### config.mk
export PLATFORM = sky130hd
export DESIGN_NAME = mux_tree_pipe_flat
export DESIGN_NICKNAME = d
export VERILOG_FILES = /design/src/rtl/mux_tree_pkg.sv /design/src/rtl/mux_tree_pipe_if.sv /design/src/rtl/mux_tree_stage.sv /design/src/rtl/mux_tree_pipe.sv /design/src/flat_wrapper.sv
export SDC_FILE = /design/constraint.sdc
export NUM_CORES = 1
export LEC_CHECK = 0
export ABC_AREA = 1
export CAP_MARGIN = 20
export CORE_UTILIZATION = 45
export DETAILED_ROUTE_END_ITERATION = 10
export GPL_TIMING_DRIVEN = 0
export PLACE_DENSITY = 0.86
export REMOVE_ABC_BUFFERS = 1
export SETUP_SLACK_MARGIN = 0.5
export SLEW_MARGIN = 40
export SYNTH_ARGS = -nofsm -noshare
export SYNTH_HDL_FRONTEND = slang
export SYNTH_SLANG_ARGS = --single-unit
### constraint.sdc
create_clock -name clk -period 1 [get_ports clk]
set_clock_uncertainty 0.1 [all_clocks]
set_input_delay 0.2 -clock clk [delete_from_list [all_inputs] [get_ports clk]]
set_output_delay 0.2 -clock clk [all_outputs]
set_load 0.01 [all_outputs]
### src/rtl/mux_tree_pkg.sv
// Shared constants and helpers for the pipelined N-to-1 mux tree.
// Latency: n/a (compile-time definitions only).
// Backpressure: n/a.
package mux_tree_pkg;

    localparam int DEF_WIDTH = 8;   // data bits per channel
    localparam int DEF_SEL_W = 3;   // select width, N = 2**SEL_W channels

    // Bit offset of channel c inside a flat bus of w-bit words.
    function automatic int chan_slice(input int c, input int w = DEF_WIDTH);
        return c * w;
    endfunction

endpackage

### src/rtl/mux_tree_pipe_if.sv
// Input/output handshake bundle of the mux tree: N-channel word in, one word out.
// Latency: n/a (wires only).
// Backpressure: valid/ready on both sides; in_ready is driven by the slave.
interface mux_tree_pipe_if
    import mux_tree_pkg::*;
#(
    parameter int WIDTH = DEF_WIDTH,
    parameter int SEL_W = DEF_SEL_W
);
    localparam int N = 1 << SEL_W;

    logic [WIDTH*N-1:0] in_data;
    logic [SEL_W-1:0]   in_sel;
    logic               in_valid;
    logic               in_ready;
    logic [WIDTH-1:0]   out_data;
    logic [SEL_W-1:0]   out_sel;
    logic               out_valid;
    logic               out_ready;

    // The mux tree itself.
    modport slave (
        input  in_data, in_sel, in_valid, out_ready,
        output in_ready, out_data, out_sel, out_valid
    );

    // Source of channel words and sink of the selected word.
    modport master (
        output in_data, in_sel, in_valid, out_ready,
        input  in_ready, out_data, out_sel, out_valid
    );

endinterface

### src/rtl/mux_tree_stage.sv
// One registered level of the mux tree: IN_CH words in, IN_CH/2 words out.
// Latency: 1 cycle.
// Backpressure: hold_i freezes every register of the level (valid, data, tag).
module mux_tree_stage
    import mux_tree_pkg::*;
#(
    parameter int WIDTH     = DEF_WIDTH,
    parameter int IN_CH     = 2,
    parameter int SEL_REM_W = 1,   // select bits not yet consumed, including this level's
    parameter int TAG_W     = 1    // width of the full select tag
) (
    input  logic                          clk,
    input  logic                          rst_n,
    input  logic                          hold_i,
    input  logic                          vld_i,
    input  logic [IN_CH*WIDTH-1:0]        dat_i,
    input  logic [TAG_W-1:0]              tag_i,
    output logic                          vld_o,
    output logic [(IN_CH/2)*WIDTH-1:0]    dat_o,
    output logic [TAG_W-1:0]              tag_o
);
    localparam int OUT_CH  = IN_CH / 2;
    // The remaining select bits are the upper SEL_REM_W bits of the tag, so the
    // lowest of them drives this level and the rest ride along in the tag.
    localparam int SEL_BIT = TAG_W - SEL_REM_W;

    logic                    vld_q;
    logic [OUT_CH*WIDTH-1:0] dat_q;
    logic [OUT_CH*WIDTH-1:0] dat_d;
    logic [TAG_W-1:0]        tag_q;

    // Adjacent channel pairs (2j, 2j+1) differ only in the bit consumed here.
    always_comb begin
        dat_d = '0;
        for (int j = 0; j < OUT_CH; j++) begin
            dat_d[chan_slice(j, WIDTH) +: WIDTH] = tag_i[SEL_BIT]
                ? dat_i[chan_slice(2*j+1, WIDTH) +: WIDTH]
                : dat_i[chan_slice(2*j,   WIDTH) +: WIDTH];
        end
    end

    // Level register: loads every cycle unless the pipe is stalled.
    always_ff @(posedge clk or negedge rst_n) begin
        if (!rst_n) begin
            vld_q <= 1'b0;
            dat_q <= '0;
            tag_q <= '0;
        end else if (!hold_i) begin
            vld_q <= vld_i;
            dat_q <= dat_d;
            tag_q <= tag_i;
        end
    end

    assign vld_o = vld_q;
    assign dat_o = dat_q;
    assign tag_o = tag_q;

endmodule

### src/rtl/mux_tree_pipe.sv
// Pipelined 2**SEL_W-to-1 mux tree with select tag; optional scan select via MUX_TREE_PIPE_SCAN_EN.
// Latency: SEL_W cycles from accept to out_valid, one word per cycle.
// Backpressure: whole pipe holds while out_valid && !out_ready; in_ready is its inverse.
module mux_tree_pipe
    import mux_tree_pkg::*;
#(
    parameter int WIDTH = DEF_WIDTH,
    parameter int SEL_W = DEF_SEL_W
) (
    input  logic            clk,
    input  logic            rst_n,
`ifdef MUX_TREE_PIPE_SCAN_EN
    input  logic            scan_mode,
`endif
    mux_tree_pipe_if.slave  bus
);
    localparam int N = 1 << SEL_W;

    // All level buses packed back to back: level 0 is the input (N words),
    // level k carries N/2**k words, the last level is the single output word.
    localparam int TOT_W    = (2*N - 1) * WIDTH;
    localparam int LAST_OFF = (2*N - 2) * WIDTH;

    logic             stall;
    logic [SEL_W-1:0] eff_sel;
    logic [TOT_W-1:0] lvl_dat;
    logic [SEL_W:0]   lvl_vld;
    logic [SEL_W-1:0] lvl_tag [0:SEL_W];

    assign stall       = bus.out_valid && !bus.out_ready;
    assign bus.in_ready = !stall;

`ifdef MUX_TREE_PIPE_SCAN_EN
    logic [SEL_W-1:0] scan_cnt_q;
    logic [SEL_W-1:0] scan_cnt_d;

    // Scan counter advances only on words actually accepted in scan mode;
    // it wraps naturally at N and is left alone when scan mode is dropped.
    always_comb begin
        scan_cnt_d = scan_cnt_q;
        if (scan_mode && bus.in_valid && !stall) begin
            scan_cnt_d = scan_cnt_q + 1'b1;
        end
    end

    // Scan counter register.
    always_ff @(posedge clk or negedge rst_n) begin
        if (!rst_n) begin
            scan_cnt_q <= '0;
        end else begin
            scan_cnt_q <= scan_cnt_d;
        end
    end

    assign eff_sel = scan_mode ? scan_cnt_q : bus.in_sel;
`else
    assign eff_sel = bus.in_sel;
`endif

    assign lvl_dat[N*WIDTH-1:0] = bus.in_data;
    assign lvl_vld[0]           = bus.in_valid;
    assign lvl_tag[0]           = eff_sel;

    generate
        for (genvar k = 0; k < SEL_W; k++) begin : g_lvl
            localparam int IN_CH   = N >> k;
            localparam int IN_OFF  = (2*N - ((2*N) >> k)) * WIDTH;
            localparam int OUT_OFF = (2*N - (N >> k)) * WIDTH;

            mux_tree_stage #(
                .WIDTH     (WIDTH),
                .IN_CH     (IN_CH),
                .SEL_REM_W (SEL_W - k),
                .TAG_W     (SEL_W)
            ) u_stage (
                .clk    (clk),
                .rst_n  (rst_n),
                .hold_i (stall),
                .vld_i  (lvl_vld[k]),
                .dat_i  (lvl_dat[IN_OFF +: IN_CH*WIDTH]),
                .tag_i  (lvl_tag[k]),
                .vld_o  (lvl_vld[k+1]),
                .dat_o  (lvl_dat[OUT_OFF +: (IN_CH/2)*WIDTH]),
                .tag_o  (lvl_tag[k+1])
            );
        end
    endgenerate

    assign bus.out_data  = lvl_dat[LAST_OFF +: WIDTH];
    assign bus.out_valid = lvl_vld[SEL_W];
    assign bus.out_sel   = lvl_tag[SEL_W];

endmodule

### src/flat_wrapper.sv
// flat-port wrapper written by rule: the top's interface ports become plain ports
module mux_tree_pipe_flat import mux_tree_pkg::*;
#(
    parameter int WIDTH = DEF_WIDTH,
    parameter int SEL_W = DEF_SEL_W
)
  (clk, rst_n, bus_in_data, bus_in_sel, bus_in_valid, bus_out_ready, bus_in_ready, bus_out_data, bus_out_sel, bus_out_valid);
  mux_tree_pipe_if #(.WIDTH(WIDTH), .SEL_W(SEL_W)) bus_i ();
  input  logic clk;
  input  logic rst_n;
  input wire logic [$bits(bus_i.in_data)-1:0] bus_in_data;
  input wire logic [$bits(bus_i.in_sel)-1:0] bus_in_sel;
  input wire logic [$bits(bus_i.in_valid)-1:0] bus_in_valid;
  input wire logic [$bits(bus_i.out_ready)-1:0] bus_out_ready;
  output wire logic [$bits(bus_i.in_ready)-1:0] bus_in_ready;
  output wire logic [$bits(bus_i.out_data)-1:0] bus_out_data;
  output wire logic [$bits(bus_i.out_sel)-1:0] bus_out_sel;
  output wire logic [$bits(bus_i.out_valid)-1:0] bus_out_valid;
  assign bus_i.in_data = bus_in_data;
  assign bus_i.in_sel = bus_in_sel;
  assign bus_i.in_valid = bus_in_valid;
  assign bus_i.out_ready = bus_out_ready;
  assign bus_in_ready = bus_i.in_ready;
  assign bus_out_data = bus_i.out_data;
  assign bus_out_sel = bus_i.out_sel;
  assign bus_out_valid = bus_i.out_valid;
  mux_tree_pipe #(.WIDTH(WIDTH), .SEL_W(SEL_W)) u_core (.clk(clk), .rst_n(rst_n), .bus(bus_i));
endmodule
== Yosys cells after proc, flatten, opt, wreduce, memory -nomap -nowiden ==
Cells that the tools add are included.

* Multiplexer cells: 7
* Reductions and logical operators: 3

{| class="wikitable"
|+ Operators by type and width
! kind !! number
|-
| $mux 8 || 7
|-
| $logic_not 1->1 || 2
|-
| $logic_and 1x1->1 || 1
|}

* Register bits after elaboration: 68
* Input bits: 71
* Output and inout bits: 13

== Depth between registers and ports, before layout ==
Gate-level depths: netlist of the first run.

* Word-level depth: 3
* Depth in mapped cells: 6
* Depth with buffers taken out: 4

== Modules after synthesis ==
From an unflattened synthesis of the first run, not the netlist that was laid out.

* Cells, all modules: 526
* Area total of the unflattened synthesis: 3,713.6 µm²

{| class="wikitable"
|+ Modules (own cells, without submodules)
! module !! instances !! cells an instance !! area an instance (µm²) !! sequential area each (µm²)
|-
| mux_tree_stage (u_core.g_lvl[0].u_stage) || 1 || 287 || 1,981.9 || 900.9
|-
| mux_tree_stage (u_core.g_lvl[1].u_stage) || 1 || 151 || 1,078.5 || 500.5
|-
| mux_tree_stage (u_core.g_lvl[2].u_stage) || 1 || 84 || 635.6 || 300.3
|-
| mux_tree_pipe || 1 || 4 || 17.5 || 0.0
|}

== Worst setup path after synthesis of the first run ==
OpenSTA, ideal clock, no wires.

* Path kind: reg-to-reg
* Start point: reg u_core.g_lvl[0].u_stage.tag_q[1]
* End point: reg u_core.g_lvl[1].u_stage.dat_q[10]
* Library setup time: 117 ps
* Data arrival time: 882 ps
* Data required time: 783 ps
* Setup slack: -99 ps
* Cell stages (with the launch flop): 7
* Path buffers: 2
* Clock period less this slack: 1,099 ps
* Path through: dfrtp_1 buf_4 inv_2 buf_4 nand2_1 nand3_1 nand2_1

* Cells in the longest elaborated chain, start to end: 1

{| class="wikitable"
|+ Ends and longest elaborated chain
! element !! line !! text
|-
| start: declaration || mux_tree_stage.sv:30 || <nowiki>logic [TAG_W-1:0] tag_q;</nowiki>
|-
| start signal: assignment || mux_tree_stage.sv:51 || <nowiki>tag_q <= tag_i;</nowiki>
|-
| $mux 8 || mux_tree_stage.sv:37 || <nowiki>? dat_i[chan_slice(2*j+1, WIDTH) +: WIDTH]</nowiki>
|-
| end signal: assignment || mux_tree_stage.sv:50 || <nowiki>dat_q <= dat_d;</nowiki>
|-
| end: declaration || mux_tree_stage.sv:28 || <nowiki>logic [OUT_CH*WIDTH-1:0] dat_q;</nowiki>
|}

No other way between the ends.
A chain may end at the register's enable or synchronous reset.

== Final worst setup path of the first run ==
* Start point: reg u_core.g_lvl[2].u_stage.vld_q
* End point: out bus_in_ready

* Cells in the longest elaborated chain, start to end: 2

{| class="wikitable"
|+ Ends and longest elaborated chain
! element !! line !! text
|-
| start: declaration || mux_tree_stage.sv:27 || <nowiki>logic vld_q;</nowiki>
|-
| start signal: assignment || mux_tree_stage.sv:49 || <nowiki>vld_q <= vld_i;</nowiki>
|-
| $logic_and 1x1->1 || mux_tree_pipe.sv:30 || <nowiki>assign stall = bus.out_valid && !bus.out_ready;</nowiki>
|-
| $logic_not 1->1 || mux_tree_pipe.sv:31 || <nowiki>assign bus.in_ready = !stall;</nowiki>
|-
| end: declaration || flat_wrapper.sv:15 || <nowiki>output wire logic [$bits(bus_i.in_ready)-1:0] bus_in_ready;</nowiki>
|}

No other way between the ends.

==> summary by stage, run 1 <==
Pwr
Of the total power, registers draw 0.353. Of the total power, the share spent switching nets is 0.376. The leakage power is 3.29 nW.

The relative contribution of combinational cells to total power is 0.490. For this design the total switching power over the nets is 4.76 mW. The internal portion of the total power is 7.90 mW. In this run the power density over the cells is 2180 mW/mm². The share of total power dissipated in the clock network is 0.157. IR analysis of the VDD net gives a maximum drop of approximately 880 µV.

Finish
The post-synthesis to final-layout area growth is 63.2%. 0 antenna diodes ended up in the layout. The filler cell count in the final layout is 527. The fraction of final layout cells with drive strength greater than 1 is 0.279. For this run, the post-layout net count is 714. Once layout is complete, the utilization of the core stands at 0.755. After the flow finishes, the layout carries non-filler instances totaling 750.

Global routing
The total overflow left after global routing is 0. The first global-routing pass estimated 15,400 µm of wire. The initial antenna violation count is 0. The number of global-route vias before repair came to 3,263. Entering global routing, the biggest net connects 39 pins. The total routing usage reported by global routing is 0.241.

Floorplanning
The initial core utilization is 0.463. The die covers 0.00826 mm². The die is 90.9 µm wide. The core outline area is 0.00769 mm². The floorplan has 32 rows.

The boundary pin count is between 80 and 90. In this run the vertical extent of the chip is approximately 90 µm.

Clocking
The clock tree from TritonCTS is done. The number of clock sinks seen by CTS is 68. The number of buffers between clock root and the deepest sink is 2.

The clock tree synthesis step divided the H-tree into 3 levels. Buffers inserted during clock tree synthesis total 9. CTS placed an instance of clkbuf_8 at the clock tree root.

At the later pin of the worst-skew pair, clock insertion delay measures 340 ps. Clock-pin slew was measured on the worst setup and hold paths at 80 ps.

Route
The antenna violation net count after detailed routing is 0. The first detailed-routing pass took 4 iterations. After detailed routing, the average wire length per cell comes to 14.7 µm. The DRC violation count after routing is 0. The routed wire length is approximately 11,000 µm.

The highest metal layer with signal wires is met4. The first routing iteration left 178 violations. Using the TritonRoute via totals, the vias-per-cell ratio works out to 4.77. The total met2 wirelength after detailed routing is 5740 µm. The via total after detailed routing is about 3.6k. In the final routing, the length of wire on met1 measures between 4000 and 5000 µm. The routed wire length on met3 is 553 µm.

Run status
The final reports fail on negative hold slack, negative setup slack. The flow ran to the end, but the final reports show violations.

Run
The tool flagged a number of max-cap violations equal to 0.

Synthesis
The share of the synthesized area in the top cell type is 0.478. The Yosys step of the flow raised 0 warnings. The post-synthesis cell type count is 11. The fraction of the yosys area taken by sequential cells is 0.478. The number of synthesized register bits is 68. dfrtp_1 takes more of the synthesized area than any other cell.

The post-synthesis instance area is 0.00356 mm². The cell count after synthesis came out at 521. The synthesized area per cell is approximately 6.8 µm². After synthesis, the cell types taking the most area are dfrtp_1 (48%), nand2_1 (26%), inv_1 (12%).

Worst setup path
The number of buffers and inverters on the critical path is 3. The kind of launch point of the worst setup path is a flip-flop. The origin of the critical flop-to-flop path is u_core.g_lvl[2].u_stage.vld_o.

The startpoint of the most critical setup path is u_core.g_lvl[2].u_stage.vld_o. The worst setup slack for register-to-register paths is -440 ps. The largest single stage delay on the critical path is 420 ps.

Following the worst setup path forward leads to its endpoint at bus_in_ready. The worst setup path is of the reg2out kind. The critical-path maximum fanout is 2. The gate family responsible for the most delay along the worst path is flip-flops. The worst register-to-register path has a depth of 8.

Traced cell by cell, the critical path runs through buf_6 -> nand2_8 -> buf_16 -> buf_6. The endpoint of the lowest-slack register-to-register path is u_core.g_lvl[1].u_stage.dat_o[9]. At the worst endpoint, the arrival time is 1160 ps. At the worst endpoint, the required time is 700 ps.

The cell repeated most along the worst path is buf_6. The worst setup path is captured at a primary output. The critical-path cell with the highest stage delay is dfrtp_2. The number of stages on the worst setup path is 4.

Placement
The final weighted congestion in routability-driven placement is 0.724. After legalization and detailed placement, the total HPWL measured 4990 µm. The port buffer count is 83. The number of placed instances with taps included is 685.

STA
The final cycle utilization of the critical path is 1.46. The top achievable clock speed is 0.687 GHz. For the pin with the worst max-slew slack, the measured transition is 554 ps. Setup repair after global routing could not meet its margin everywhere. The worst slew margin relative to its limit is 0.630. Subtracting the final worst setup slack from the clock period gives 1460 ps. The max-slew violation count is 0. After layout, the worst setup slack is -455 ps. Setup violations remaining at the end of the flow were counted as 81. The number of failing hold endpoints at the final stage is between 60 and 70. Final hold analysis gives a worst-case slack of -379 ps.

Hold path
The worst hold path belongs to the class in2async.
-- cells in the final DEF (no fill, tap or decap), drive strengths merged --
master         netlist  routed
dfrtp               68      68
nand2              245     246
buf                 25      61
clkinv               1       3
clkbuf               0      20
clkdlybuf4s50        0      67
o21ai                7       7
nand3               56      56
inv                118     118
nor2                 1       1
dlygate4sd2          0       1
-- timing repair --
item,4_1_cts,5_1_grt
setup endpoints to repair,81,108
pin swaps,1,50
cloned,10,6
gates resized for setup,98,113
hold endpoints to repair,30,68
buffers inserted,16,17
-- power by group through the flow --
stage          registers (mW)  logic [mW]  clock network (mW)
6_report                 4.48        6.20                1.98
3_3_place_gp             4.36        3.13                   0
2_1_floorplan            4.35        1.81                   0
3_5_place_dp             4.41        3.32                   0
5_1_grt                  4.57        6.70                2.16
4_1_cts                  4.36        4.53                1.99
-- per-layer routing --
metal,global-route usage,vias up
met1,0.300,1687
met5,0,-
met4,0.0794,0
li1,-,1747
met3,0.0505,19
met2,0.415,125
-- metrics by stage --
stage / power [mW] / hold slack, ps / TNS (ps) / cell area [µm²] / setup slack, ps
CTS: 10.9 / -307 / -27070 / 5100 / -428
finish: 12.7 / -379 / -27140 / 5810 / -455
global placement: 7.48 / 330 / -306370 / 4350 / -2530
global route: 13.4 / -383 / -29840 / 5810 / -492
floorplan: 6.17 / -196 / -68900 / 3390 / -1070
detailed placement: 7.73 / 60.5 / -47370 / 4420 / -1230
-- final cells by class --
cell class                 count  area [µm²]  area share
sequential                    68        1710       0.294
clock inverter                 2        10.0     0.00172
clock buffer                  14         153      0.0263
tap                          102         128      0.0220
inverter                     119         455      0.0784
multi-input combinational    310        1670       0.288
timing repair buffer         135        1680       0.289
-- flip-flops by register name, indices dropped and copies added, names as in the netlist --
name,flops
u_core.g_lvl.u_stage.vld_o,3
u_core.g_lvl.u_stage.tag_o,9
u_core.g_lvl.u_stage.dat_o,56
-- cell usage after synthesis --
master      n
o21ai_0     7
buf_4       7
dfrtp_1    68
buf_6       4
clkinv_1    1
inv_2       2
inv_1     116
nand3_1    56
nor2_2      1
buf_2      14
nand2_1   245
-- kinds of logic after synthesis --
group	share of synthesized area
AND/OR/NAND/NOR	0.339
buffers and inverters	0.173
flip-flops	0.478
AO/OA/AOI/OAI	0.00985
-- worst min-delay path by stage --
stage	start	to	slack, ps	depth (start not counted)
floorplan	rst_n	u_core.g_lvl[0].u_stage.dat_o[0]	-200	0
global placement	u_core.g_lvl[1].u_stage.vld_o	u_core.g_lvl[2].u_stage.vld_o	330	2
detailed placement	rst_n	u_core.g_lvl[0].u_stage.dat_o[1]	60	1
CTS	rst_n	u_core.g_lvl[0].u_stage.dat_o[1]	-310	1
global route	rst_n	u_core.g_lvl[0].u_stage.dat_o[1]	-380	1
finish	rst_n	u_core.g_lvl[0].u_stage.dat_o[1]	-380	1
No activity file was read; power rests on OpenSTA's default activity.
==> run 2: changes to the inputs <==
--- a/config.mk
+++ b/config.mk
@@ -6,7 +6,7 @@
 export NUM_CORES = 1
 export LEC_CHECK = 0
 export ABC_AREA = 1
-export CAP_MARGIN = 20
+export CAP_MARGIN = 10
 export CORE_UTILIZATION = 45
 export DETAILED_ROUTE_END_ITERATION = 10
 export GPL_TIMING_DRIVEN = 0
==> results of run 2 <==
No change in the layout: final DEF, timing and power equal those of run 1.
==> run 3: changes to the inputs <==
--- a/config.mk
+++ b/config.mk
@@ -7,10 +7,10 @@
 export LEC_CHECK = 0
 export ABC_AREA = 1
 export CAP_MARGIN = 10
-export CORE_UTILIZATION = 45
+export CORE_UTILIZATION = 40
 export DETAILED_ROUTE_END_ITERATION = 10
 export GPL_TIMING_DRIVEN = 0
-export PLACE_DENSITY = 0.86
+export PLACE_DENSITY = 0.79
 export REMOVE_ABC_BUFFERS = 1
 export SETUP_SLACK_MARGIN = 0.5
 export SLEW_MARGIN = 40
==> summary by stage, run 3 (synthesis results as in run 1) <==
Placement
The port buffer count is 83. The final weighted congestion in routability-driven placement is 0.731. The area after detailed placement is 0.00444 mm².

The HPWL after detailed placement is slightly above 5000 µm. The number of placed instances with taps included is about 690.

Finish
The post-synthesis to final-layout area growth is 45.3%. Fill cells in the final layout number 791. The register with the most flip-flops in the layout has 56 of them. The final layout net count is 695. In the final layout, the share of cells above drive strength 1 is 0.152. Once layout is done, the placed cells without fillers occupy 0.00517 mm². The repair_antennas step left the layout with diodes totalling 0.

Leaving out fill and tap cells, the most frequent cell in the layout is nand2_1. Excluding fillers, the count of instances in the completed layout stands at 733. The top cell types in the final layout, fill and taps aside, are nand2_1 (241), inv_1 (114), clkdlybuf4s50_1 (67).

STA
The number of failing hold endpoints at the final stage came to 68. The smallest hold slack is -362 ps. Dividing the final minimum period by the clock period gives 1.44. The worst slew margin relative to its limit is 0.618. Counting I/O delays and the setup requirement, the final critical path takes between 1000 and 1500 ps. Derived from the worst setup path, the maximum achievable clock frequency is between 0.6 and 0.7 GHz.

Across all setup checks in the final design, the least slack found is -440 ps. Setup repair after global routing could not meet its margin everywhere. The max-slew violation count is 0. For the pin with the worst max-slew slack, the measured transition is 573 ps. The total setup violations reported at the end of the flow is 81.

Global routing
The wire length of the first global-routing pass is 14,900 µm. The number of global-route vias before repair is 3,116. The overall overflow remaining after global route is 0. The initial antenna violation count is 0. The total routing usage reported by global routing is 0.221. The pin count of the biggest net entering global routing is 36.

Pwr
VDD sags by at most 763 µV. The total power consumption of the routed design is 11.0 mW. Dividing total power by cell area gives a power density of around 2100 mW/mm². The leakage power is 2.96 nW.

Floorplanning
The die covers roughly 0.0093 mm². The row count is 34. The initial utilization of the core area, before any placement, comes to 0.410. 84 I/O pins were placed. The die height is between 90 and 100 µm. The total area inside the core boundary comes to around 0.0087 mm². The floorplan step set the die width to around 96 µm.

Clocking
Clock tree synthesis selected as its root buffer the cell clkbuf_8. The clock input transition at the sequential cells of the worst setup and hold paths is around 70 ps. The clock tree from TritonCTS is done. The number of buffers between clock root and the deepest sink is 2. The H-tree was split into 3 levels. The clock drives 68 sinks.

The number of buffers created by CTS is 9. The clock latency at the later pin of the worst-skew pair is 330 ps.

Route
The routed wire length is 9600 µm. The routed wire length per instance is between 10 and 15 µm. After the first detailed-routing iteration, the DRC count stood at 126.

Using the TritonRoute via totals, the vias-per-cell ratio works out to 4.56. The routed layout has about 3.3k vias. The count of TritonRoute iterations in the first routing pass is 4. The DRC violation count after routing is 0. The antenna violation net count after detailed routing is 0.

Worst setup path
The critical-path cell with the highest stage delay is dfrtp_2. In this design, the stage delay of the slowest critical-path cell is 370 ps. The critical path goes through buf_6 -> nand2_8 -> buf_4 -> buf_4 -> bufbuf_16 -> nand2_1 -> o21ai_0.

By instance count, the cell type seen most on the critical path is buf_4. The path type of the worst setup path is reg2reg. The arrival time at the worst endpoint is around 1600 ps.

STA classifies the critical path endpoint as a flip-flop. STA classifies the critical path startpoint as a flip-flop. The critical-path maximum fanout is 10. Data on the critical path is required at its endpoint by roughly 1100 ps. The gate family responsible for the most delay along the worst path is buffers and inverters.

Counting both buffers and inverters, the worst setup path holds a total of 4.

Run
The reported max-cap violation count is 0.

Run status
The checks that failed: negative hold slack, negative setup slack. The run finished, with violations left.

Hold path
The classification of the worst-slack hold path is in2async.
[run 3: metrics by stage]
stage / worst slack [ps] / setup TNS (ps) / utilization
after global placement: -2510 / -307220 / 0.502
after floorplan: -1070 / -68900 / -
final: -440 / -25900 / 0.595
after CTS: -458 / -24920 / 0.575
after global routing: -490 / -29560 / 0.595
after detailed placement: -1240 / -49290 / 0.512
[run 3: repair_timing]
| item | CTS | global route |
|---|---|---|
| cloned | 8 | 0 |
| hold endpoints to repair | 33 | 33 |
| pin swaps | 2 | 12 |
| gates resized for setup | 90 | 32 |
| buffers inserted | 19 | 3 |
| setup endpoints to repair | 81 | 116 |
[run 3: power by group]
group	switching [mW]	leakage (nW)	internal, mW
sequential	0.666	0.800	3.75
combinational	2.34	2.09	2.36
clock	0.947	0.0743	0.916
[run 3: area by class of cell]
| cell class | instances | area, µm² | area share |
|---|---|---|---|
| repair buffers | 115 | 1310 | 0.253 |
| multi-input cells | 311 | 1420 | 0.274 |
| well taps | 108 | 135 | 0.0262 |
| clock buffers | 12 | 145 | 0.0281 |
| flip-flops and latches | 68 | 1710 | 0.330 |
| inverters | 119 | 459 | 0.0889 |
[run 3: worst paths after layout]
check	slack, ps	depth (start not counted)	startpoint	to
setup / recovery	-440	7	u_core.g_lvl[2].u_stage.vld_o	u_core.g_lvl[0].u_stage.tag_o[1]
hold / removal	-360	1	rst_n	u_core.g_lvl[2].u_stage.tag_o[0]
setup reg to reg	-440	7	u_core.g_lvl[2].u_stage.vld_o	u_core.g_lvl[0].u_stage.tag_o[1]
hold reg to reg	370	2	u_core.g_lvl[2].u_stage.tag_o[1]	u_core.g_lvl[2].u_stage.tag_o[1]
max in group asynchronous	650	2	rst_n	u_core.g_lvl[0].u_stage.tag_o[1]
min in group clk	200	3	bus_in_sel[0]	u_core.g_lvl[0].u_stage.tag_o[0]
[run 3: worst register-to-register path: stages, from the launching register on]
cell,delay (ps)
dfrtp_2,370
buf_6,110
nand2_8,50
buf_4,150
buf_4,140
bufbuf_16,280
nand2_1,60
o21ai_0,70
[run 3: layer usage]
metal / track usage / part of all wire
met5: 0 / 0
met4: 0.0772 / 0.012
met3: 0.0498 / 0.044
met2: 0.380 / 0.51
met1: 0.272 / 0.44
